<file path="src/rtl/exec_iter_muldiv_pkg.sv">
// exec_iter_muldiv_pkg: shared encodings for the iterative multiply/divide unit
package exec_iter_muldiv_pkg;
    typedef enum logic [1:0] {
        OP_MUL  = 2'b00,
        OP_MULH = 2'b01,
        OP_DIV  = 2'b10,
        OP_REM  = 2'b11
    } op_e;
    typedef enum logic [1:0] {
        ST_IDLE = 2'b00,
        ST_BUSY = 2'b01,
        ST_FIX  = 2'b10,
        ST_DONE = 2'b11
    } state_e;
    // every quotient bit of a divide by zero is set
    localparam logic DIVZERO_Q_BIT = 1'b1;
endpackage

</file>
<file path="src/rtl/exec_divstep.sv">
// exec_divstep: one combinational restoring-division step
module exec_divstep #(
    parameter int W_OPR = 32
) (
    input  logic [W_OPR-1:0] i_rem,
    input  logic             i_bit,
    input  logic [W_OPR-1:0] i_div,
    output logic [W_OPR-1:0] o_rem,
    output logic             o_q
);
    logic [W_OPR:0] w_sh;
    assign w_sh  = {i_rem, i_bit};
    assign o_q   = w_sh >= {1'b0, i_div};
    // the partial remainder stays below the divisor, so a W-bit subtract is exact
    assign o_rem = o_q ? w_sh[W_OPR-1:0] - i_div : w_sh[W_OPR-1:0];
endmodule

</file>
<file path="src/rtl/exec_iter_muldiv.sv">
// exec_iter_muldiv: iterative shift-add multiplier / restoring divider, one bit per clock
module exec_iter_muldiv
    import exec_iter_muldiv_pkg::*;
#(
    parameter int W_OPR     = 32,
    parameter int W_RD      = 5,
    parameter bit SIGNED_EN = 1'b1
) (
    input  logic             clk,
    input  logic             reset,
    input  logic             v_i,
    input  logic [1:0]       op_i,
    input  logic             sign_i,
    input  logic [W_OPR-1:0] opr0_i,
    input  logic [W_OPR-1:0] opr1_i,
    input  logic [W_RD-1:0]  wb_r_i,
    input  logic             flush_i,
    input  logic             stall_i,
    output logic             stall_o,
    output logic             v_o,
    output logic [W_OPR-1:0] result_o,
    output logic [W_RD-1:0]  wb_r_o,
    output logic             divzero_o
);
    localparam int W_CNT = $clog2(W_OPR);
    localparam logic [W_CNT-1:0] CNT_LAST = W_CNT'(W_OPR - 1);

    state_e               r_state, w_nxt;
    op_e                  r_op;
    logic [W_CNT-1:0]     r_cnt;
    logic [2*W_OPR-1:0]   r_prod;
    logic [W_OPR-1:0]     r_b, r_res;
    logic [W_RD-1:0]      r_wb;
    logic                 r_neg, r_dz;

    logic                 w_acc, w_div, w_dz, w_sgn, w_s0, w_s1, w_rdiv, w_qbit;
    logic [W_OPR-1:0]     w_m0, w_m1, w_rem, w_q, w_r, w_fix_res;
    logic [W_OPR:0]       w_sum;
    logic [2*W_OPR-1:0]   w_pfix;

    assign stall_o   = (r_state == ST_BUSY) | (r_state == ST_FIX) | ((r_state == ST_DONE) & stall_i);
    assign w_acc     = v_i & ~stall_o & ~flush_i;
    assign w_div     = op_i[1];
    assign w_dz      = w_div & (opr1_i == '0);
    assign w_sgn     = SIGNED_EN & sign_i;
    assign w_s0      = w_sgn & opr0_i[W_OPR-1];
    assign w_s1      = w_sgn & opr1_i[W_OPR-1];
    assign w_m0      = w_s0 ? -opr0_i : opr0_i;
    assign w_m1      = w_s1 ? -opr1_i : opr1_i;
    assign w_rdiv    = (r_op == OP_DIV) | (r_op == OP_REM);
    // multiply: r_prod holds {partial sum, remaining multiplier}; divide: {remainder, dividend/quotient}
    assign w_sum     = {1'b0, r_prod[2*W_OPR-1:W_OPR]} + (r_prod[0] ? {1'b0, r_b} : '0);
    assign w_pfix    = r_neg ? -r_prod : r_prod;
    assign w_q       = r_neg ? -r_prod[W_OPR-1:0] : r_prod[W_OPR-1:0];
    assign w_r       = r_neg ? -r_prod[2*W_OPR-1:W_OPR] : r_prod[2*W_OPR-1:W_OPR];
    assign w_fix_res = (r_op == OP_MUL)  ? w_pfix[W_OPR-1:0] :
                       (r_op == OP_MULH) ? w_pfix[2*W_OPR-1:W_OPR] :
                       (r_op == OP_DIV)  ? w_q : w_r;

    assign v_o       = r_state == ST_DONE;
    assign result_o  = r_res;
    assign wb_r_o    = r_wb;
    assign divzero_o = r_dz;

    exec_divstep #(.W_OPR(W_OPR)) u_divstep (
        .i_rem (r_prod[2*W_OPR-1:W_OPR]),
        .i_bit (r_prod[W_OPR-1]),
        .i_div (r_b),
        .o_rem (w_rem),
        .o_q   (w_qbit)
    );

    always_comb begin
        w_nxt = r_state;
        w_nxt = flush_i                                           ? ST_IDLE :
                w_acc                                             ? (w_dz ? ST_DONE : ST_BUSY) :
                ((r_state == ST_BUSY) & (r_cnt == CNT_LAST))      ? ST_FIX :
                (r_state == ST_FIX)                               ? ST_DONE :
                ((r_state == ST_DONE) & ~stall_i)                 ? ST_IDLE : r_state;
    end

    always_ff @(posedge clk or negedge reset) begin
        if (!reset) r_state <= ST_IDLE;
        else        r_state <= w_nxt;
    end

    always_ff @(posedge clk or negedge reset) begin
        if (!reset) begin
            r_op   <= OP_MUL;
            r_cnt  <= '0;
            r_prod <= '0;
            r_b    <= '0;
            r_res  <= '0;
            r_wb   <= '0;
            r_neg  <= 1'b0;
            r_dz   <= 1'b0;
        end else if (flush_i) begin
            r_dz   <= 1'b0;
        end else if (w_acc) begin
            r_op   <= op_e'(op_i);
            r_wb   <= wb_r_i;
            r_cnt  <= '0;
            r_b    <= w_div ? w_m1 : w_m0;
            r_prod <= {{W_OPR{1'b0}}, w_div ? w_m0 : w_m1};
            r_neg  <= (op_i == OP_REM) ? w_s0 : w_s0 ^ w_s1;
            r_dz   <= w_dz;
            if (w_dz) r_res <= (op_i == OP_DIV) ? {W_OPR{DIVZERO_Q_BIT}} : opr0_i;
        end else if (r_state == ST_BUSY) begin
            r_cnt  <= r_cnt + 1'b1;
            r_prod <= w_rdiv ? {w_rem, r_prod[W_OPR-2:0], w_qbit} : {w_sum, r_prod[W_OPR-1:1]};
        end else if (r_state == ST_FIX) begin
            r_res  <= w_fix_res;
        end
    end
endmodule

</file>
<file path="config.mk">
export PLATFORM = sky130hd
export DESIGN_NAME = exec_iter_muldiv
export DESIGN_NICKNAME = d
export VERILOG_FILES = /design/src/rtl/exec_iter_muldiv_pkg.sv /design/src/rtl/exec_divstep.sv /design/src/rtl/exec_iter_muldiv.sv
export SDC_FILE = /design/constraint.sdc
export NUM_CORES = 1
export LEC_CHECK = 0
export ABC_AREA = 1
export CORE_ASPECT_RATIO = 0.5
export CORE_UTILIZATION = 28
export DETAILED_ROUTE_END_ITERATION = 6
export REMOVE_ABC_BUFFERS = 1
export SETUP_SLACK_MARGIN = 0.02
export SLEW_MARGIN = 10
export SYNTH_ARGS = -nofsm -noshare
export SYNTH_HDL_FRONTEND = slang
export SYNTH_SLANG_ARGS = --single-unit
</file>
<file path="constraint.sdc">
create_clock -name clk -period 7.3 [get_ports clk]
set_input_delay 1.46 -clock clk [delete_from_list [all_inputs] [get_ports clk]]
set_output_delay 1.46 -clock clk [all_outputs]
set_load 0.01 [all_outputs]
</file>
==> results of run 1 <==
==> sequential cells by signal (all words and copies together), names as in the netlist <==
name       count
result_o      32
divzero_o      1
r_prod        64
r_cnt          5
r_b           32
r_op           2
r_state        2
r_neg          1
wb_r_o         5
==> stage by stage <==
step,area [µm²],total power [mW],std cells,setup slack [ps]
2_1_floorplan,16480,4.696,2845,828.2
3_5_place_dp,18790,6.495,3788,2409
6_report,19390,7.662,3817,2847
4_1_cts,19390,7.474,3817,2906
3_3_place_gp,18790,6.479,3788,2491
5_1_grt,19390,8.215,3817,2648
==> final cells by class <==
type / count / area (µm²)
clock buffers: 20 / 456.7
clock inverters: 9 / 135.1
fillers: 6708 / 40210
inverters: 358 / 1344
multi-input cells: 2343 / 11550
flip-flops and latches: 144 / 3606
well taps: 812 / 1016
repair buffers: 131 / 1275
==> routing by layer <==
layer	up-vias	wire length, µm
li1	9626	-
met1	9597	36210
met2	1092	32970
met3	136	9153
met4	2	3088
met5	-	9
==> power by group through the flow <==
| stage | logic, mW | registers [mW] | clock network [mW] |
|---|---|---|---|
| 2_1_floorplan | 3.33 | 1.37 | 0 |
| 3_3_place_gp | 4.94 | 1.54 | 0 |
| 3_5_place_dp | 4.95 | 1.55 | 0 |
| 4_1_cts | 4.98 | 1.53 | 0.960 |
| 5_1_grt | 5.64 | 1.59 | 0.988 |
| 6_report | 5.13 | 1.57 | 0.959 |
==> worst min-delay path by stage <==
stage / endpoint / slack (ps)
after floorplan: r_cnt[4] / 470
after detailed placement: wb_r_o[3] / 460
after global routing: wb_r_o[3] / 500
final: wb_r_o[3] / 480
after CTS: wb_r_o[3] / 480
after global placement: wb_r_o[3] / 460
==> cells by family after synthesis <==
group | after synthesis | synth area share, %
DFF | 144 | 21.23
xor gates and xnor gates | 67 | 3.458
buffers and inverters | 453 | 10.80
AOI/OAI and AO/OA | 447 | 14.98
and+or+nand+nor | 1753 | 43.83
adders and majority gates | 76 | 5.692
==> worst min-delay path: cells and delay by family, from the launching register on <==
kind          cells  cell delay (ps)
simple gates      2              100
flops             1              350
==> cells in the final DEF (no fill, tap or decap), types with 8 or more instances in the layout <==
cell type        netlist  routed
nand2_1              988     988
a21oi_1              139     139
nand2_2               14      14
nor2_1               333     331
nor2_2                13      12
a22oi_1               12      12
o21ai_1               25      25
xnor2_1               10      10
nor3_1                24      24
dfrtp_1              144     142
a21o_1                12      12
nand4_1               53      53
o221ai_1               8       8
clkdlybuf4s50_1        0     115
nand3_1              264     264
inv_2                  9      10
buf_4                  5      15
o211ai_1              32      32
clkbuf_16              0      17
ha_1                  74      74
nand3b_1              23      23
a21oi_2               14      14
o21ai_0              173     173
inv_1                344     343
xor2_1                57      57
nor2_4                 8      11
or2_2                 11      11
==> synthesized netlist by cell type (all sizes together) <==
library cell	count
ha	74
dfrtp	144
o31ai	1
o21a	1
a211oi	1
nor3	27
clkinv	5
and2	2
o221ai	8
a22oi	12
a2bb2oi	1
xor2	57
o22ai	6
nor2	354
clkbuf	38
nand4	53
a22o	2
nand2	1004
or2	11
a31oi	6
o21bai	3
o211ai	32
a21o	12
nand3	272
nor3b	1
a21boi	1
nand3b	23
a221oi	1
fa	2
inv	353
a32o	1
and3	1
buf	57
o2111ai	4
nor4	5
xnor2	10
a21oi	153
o21ai	202
==> impl_results.md, run 1 <==
* Critical Path RT at 7710 ps
* Status: finished, violations left
* Setup violators final at 0
* Psw at 4.498 mW
* Pwr dens at 395.2 mW/mm²
* Final ANT Viol Nets at 0
* Global-route usage over all layers at 26.10%
* Inserted Clock Buffers at 17
* Placement row count at 63
* Final wirelength at 81.44 mm
* HP Class: flip-flop to flip-flop
* Global-route wire length before repair at 120.3 mm
* Clock power frac at 12.5%
* Core area at 0.05959 mm²
* CP max stage delay at 670 ps
* ANT cells at 0
* Slew HR at 21.61%
* Crit Path Max Fanout at 64
* Io pins at 117
* Clock root cell: clkbuf_16
* Violated checks: DRC
* Clock Skews at 15.22 ps
* Mapped Cells at 2940
* Pleak at 9.523 nW
* Largest net degree at the start of global routing at 79
* CP Capture Type: flip-flop
* Crit path max-delay family: buffers and inverters
* Achievable Freq at 0.2246 GHz
* Worst path cell trace: clkdlybuf4s50_1 -> nand2_1 -> nand3_1 -> nor2_4 -> buf_4 -> inv_2 -> buf_4 -> nand2_1 -> nand2_2 -> nand3_4 -> inv_2 -> nand3_1 -> nand2_1
* Tcrit/Tclk final at 61.00%
* Max Cap Viol at 0
* Sw frac at 58.70%
* Flop2flop setup slack at 3540 ps
* Post-CTS Setup Bufs at 0
* Cell area after synthesis at 0.01697 mm²
* Startpoint Class: input pin
* H-tree levels at 4
* Port Buf Inserts at 116
* Yosys warning total at 0
* Hold Slack at 475.4 ps
* Vias in the first global route at 18760
* Met2 usage at 37.74%
* Reg power frac at 20.5%
* CP arrival at 4870 ps
* R2R Path End: result_o[17]
* Hold buffers post-CTS at 0
* Overflow after GRT at 0
* Met3 Usage GRT at 6.121%
* Crit-path most repeated cell: nand2_1
* Clk sinks at 144
* RSZ-0062 raised after global routing: false
* First drt pass iteration count at 7
* Final #Nets at 3148
* Die Y at 176.1 µm
* Synth top area share at 21.85%
* Layout cells sized above 1 at 4.493%
* Largest cells by area after synthesis: nand2_1 (22%), dfrtp_1 (21%), nand3_1 (7.8%)
* Clock latency on the worst-skew pair at 480 ps
* Die Width at 350.2 µm
* Met1 Use GR at 37.17%
* Hold Startpoint: wb_r_o[3]
* PostCTS Resize Cnt at 0
* Post-route DRC violation count at 13
* Levels on crit path at 13
* Sequential-to-total area share from yosys stat at 21.23%
* Die area at 0.06166 mm²
* Starting Density at 28.48%
* Pint at 3.164 mW
* Sum Neg Setup Slack at 0 ps
* Reg2Reg Depth at 13
* Fin crit period at 4453 ps
* Hold path depth at 2
* Worst vdd ir at 0.0001838 V
* Yosys cell types at 54
* GRT busiest layer: met2
* RR Startpoint: r_state[0]
* Initial detailed-routing violation count at 2648
* Clk buf depth at 2
* Post-detailed-route wirelength per cell at 21.34 µm
* Comb pwr share at 67.0%
* Yosys reg bits at 144
* Max Slew Vio Count at 0
* Crit path to: result_o[17]
* CP bufs+invs at 5
* Placer Congestion at 1.093
* CP startpoint: stall_i
* Kind of critical path: input pin to flip-flop
* Initial antenna violation count at 2
* Hold Fails Final Rpt at 0
* DR vias/cell at 5.358
* Worst-Margin Slew at 1175 ps
* DR vias at 20450
* CTS tree: done
* Final Util at 32.53%
* Slowest stage cell, crit path: buf_4
* Detailed placer's ending HPWL at 64.32 mm
* Syn_area_per_cell at 5.772 µm²
* Clk slew on worst S/H paths at 70 ps
* Top cell type by total area after synthesis: nand2_1
* Synth-to-layout area growth at 14.24%
(Power assumes the default switching activity.)
==> run 2, diff against run 1 <==
==> constraint.sdc (replaced) <==
create_clock -name clk -period 3.8 [get_ports clk]
set_input_delay 0.76 -clock clk [delete_from_list [all_inputs] [get_ports clk]]
set_output_delay 0.76 -clock clk [all_outputs]
set_load 0.01 [all_outputs]
==> run 2 against run 1 <==
Net effect: hold slack got worse by 240 ps; the flow still finishes with violations (DRC); non-clock buffer count rose by 50; power rose by 98%; core utilization rose by 0.85 points; highest routed layer is now met4; design area rose by 2.6%; register-to-register slack got worse by 2900 ps; global-route usage rose by 1.1 points; die area did not move; clock-buffer cell count fell by 1; via count rose by 1.1%; clock skew barely moved.
==> impl_results.md, run 2 (synthesized netlist as in run 1, its figures left out) <==
* HP Class: input pin to asynchronous set/reset pin (was flip-flop to flip-flop)
* Inserted Clock Buffers at 17 (unchanged)
* Die Y at 176.1 µm (unchanged)
* Detailed placer's ending HPWL at 67.68 mm (was 64.32 mm)
* Worst-Margin Slew at 1079 ps (was 1175 ps)
* GRT busiest layer: met2 (unchanged)
* Overflow after GRT at 0 (unchanged)
* Initial antenna violation count at 3 (was 2)
* Layout cells sized above 1 at 6.117% (was 4.493%)
* Slew HR at 27.98% (was 21.61%)
* Levels on crit path at 17 (was 13)
* Met1 Use GR at 39.10% (was 37.17%)
* Die area at 0.06166 mm² (unchanged)
* Global-route usage over all layers at 27.20% (was 26.10%)
* Max Slew Vio Count at 0 (unchanged)
* Worst vdd ir at 0.0004308 V (was 0.0001838 V)
* Critical Path RT at 4160 ps (was 7710 ps)
* PostCTS Resize Cnt at 0 (unchanged)
* Final non-filler cell total at 3869 (was 3817)
* Hold Fails Final Rpt at 0 (unchanged)
* Final #Nets at 3198 (was 3148)
* Clock Skews at 14.84 ps (was 15.22 ps)
* H-tree levels at 4 (unchanged)
* Die Width at 350.2 µm (unchanged)
* Met2 usage at 39.85% (was 37.74%)
* Filler instances at 6677 (was 6708)
* CP bufs+invs at 4 (was 5)
* DR vias/cell at 5.347 (was 5.358)
* Fin crit period at 3205 ps
* Hold buffers post-CTS at 0 (unchanged)
* Setup ws final at 595.2 ps (was 2847 ps)
* Startpoint Class: flip-flop (was input pin)
* Clock latency on the worst-skew pair at 480 ps (about the same)
* Synth-to-layout area growth at 17.23% (was 14.24%)
* Setup violators final at 0 (unchanged)
* Register Area at 0.003606 mm² (unchanged)
* Global-route wire length before repair at 123.9 mm (was 120.3 mm)
* Core area at 0.05959 mm² (unchanged)
* Met3 Usage GRT at 6.490% (was 6.121%)
* Pre-CTS setup slack at 367.4 ps (was 2409 ps)
* CP arrival at 3570 ps (was 4870 ps)
* Hold Slack at 238.3 ps (was 475.4 ps)
* Sum Neg Setup Slack at 0 ps (unchanged)
* CP Capture Type: flip-flop (unchanged)
* Reg2Reg Depth at 17 (was 13)
* Initial detailed-routing violation count at 2559 (was 2648)
* Largest net degree at the start of global routing at 95 (was 79)
* Vias in the first global route at 19040 (was 18760)
* Worst path cell trace: nand2_1 -> inv_1 -> ha_1 -> inv_1 -> fa_1 -> inv_1 -> nand3_1 -> nand2_1 -> inv_1 -> o21ai_0 -> nand2_1 -> nand2_1 -> xor2_1 -> nor2_1 -> nor2_1 -> nand3_1 -> o21ai_1 (was clkdlybuf4s50_1 -> nand2_1 -> nand3_1 -> nor2_4 -> buf_4 -> inv_2 -> buf_4 -> nand2_1 -> nand2_2 -> nand3_4 -> inv_2 -> nand3_1 -> nand2_1)
* Clk buf depth at 2 (unchanged)
* Post-route DRC violation count at 6 (was 13)
* Crit path max-delay family: simple AND/OR/NAND/NOR gates (was buffers and inverters)
* Violated checks: DRC (unchanged)
* CTS tree: done (unchanged)
* Final wirelength at 84.20 mm (was 81.44 mm)
* First drt pass iteration count at 7 (unchanged)
* Max Cap Viol at 0 (unchanged)
* Achievable Freq at 0.3120 GHz
* Slowest stage cell, crit path: dfrtp_1 (was buf_4)
* Placed Cells at 3838 (was 3788)
* Placer Congestion at 1.044 (was 1.093)
* Io pins at 117 (unchanged)
* Clk slew on worst S/H paths at 70 ps (about the same)
* ANT cells at 0 (unchanged)
* Final ANT Viol Nets at 0 (unchanged)
* Commonest non-fill, non-tap cell in the layout: nand2_1 (unchanged)
* Pleak at 9.818 nW (was 9.523 nW)
* Area of the multi-input gates at 0.01155 mm² (unchanged)
* RSZ-0062 raised after global routing: false (unchanged)
* Kind of critical path: flip-flop to flip-flop (was input pin to flip-flop)
* CP max stage delay at 510 ps (was 670 ps)
* Tcrit/Tclk final at 84.34%
* Post-CTS Setup Bufs at 0 (unchanged)
* Post-detailed-route wirelength per cell at 21.76 µm (was 21.34 µm)
* Status: finished, violations left (unchanged)
* Clk sinks at 144 (unchanged)
* Starting Density at 28.48% (unchanged)
* Clock root cell: clkbuf_16 (unchanged)
* Placement row count at 63 (unchanged)
* Top reg by flops: r_prod (unchanged)
* Pwr dens at 763.7 mW/mm² (was 395.2 mW/mm²)
* Most frequent cells in the layout: nand2_1 (988), inv_1 (343), nor2_1 (331) (unchanged)
* Port Buf Inserts at 116 (unchanged)
* DR vias at 20690 (was 20450)
* Largest register FFs at 64 (unchanged)
* Crit Path Max Fanout at 7 (was 64)
==> run 2: worst reg2reg max path, delay by kind of cell, from the launching register on <==
family / cells / cell delay [ps]
adders and majority gates: 2 / 690
xor gates and xnor gates: 1 / 90
buffers and inverters: 4 / 360
DFF: 1 / 510
AOI/OAI and AO/OA: 2 / 430
and+or+nand+nor: 8 / 1020
==> run 2: where the power goes <==
part	switching [mW]	internal [mW]	leakage [nW]
clock	0.777	1.18	0.302
combinational	7.24	3.23	7.69
sequential	0.769	2.00	1.83
total	8.78	6.41	9.82
==> run 2: cell type report <==
type	count	area share (%)
well taps	812	5.107
multi-input cells	2343	58.08
flip-flops and latches	144	18.13
clock buffers	19	2.226
inverters	358	6.755
repair buffers	181	8.673
clock inverters	12	1.038
==> run 2: worst paths after layout <==
path / startpoint / end / slack [ps]
setup / recovery: r_prod[0] / r_prod[45] / 600
hold / removal: reset / r_prod[6] / 240
setup reg to reg: r_prod[0] / r_prod[45] / 600
hold reg to reg: wb_r_o[4] / wb_r_o[4] / 480
max in group asynchronous: reset / r_prod[31] / 2660
min in group clk: wb_r_o[4] / wb_r_o[4] / 480
==> run 2: stage by stage <==
step / total power [mW] / cell area [µm²] / util [%]
floorplan: 9.022 / 16480 / -
global placement: 12.81 / 19240 / 32.29
detailed placement: 12.83 / 19240 / 32.29
CTS: 14.84 / 19890 / 33.38
global route: 16.26 / 19890 / 33.38
finish: 15.19 / 19890 / 33.38
==> run 2: metal layers <==
| metal | wire [µm] | vias up |
|---|---|---|
| met5 | 0 | - |
| met4 | 2446 | 0 |
| met3 | 9003 | 126 |
| met2 | 34720 | 1042 |
| met1 | 38040 | 9803 |
| li1 | - | 9717 |
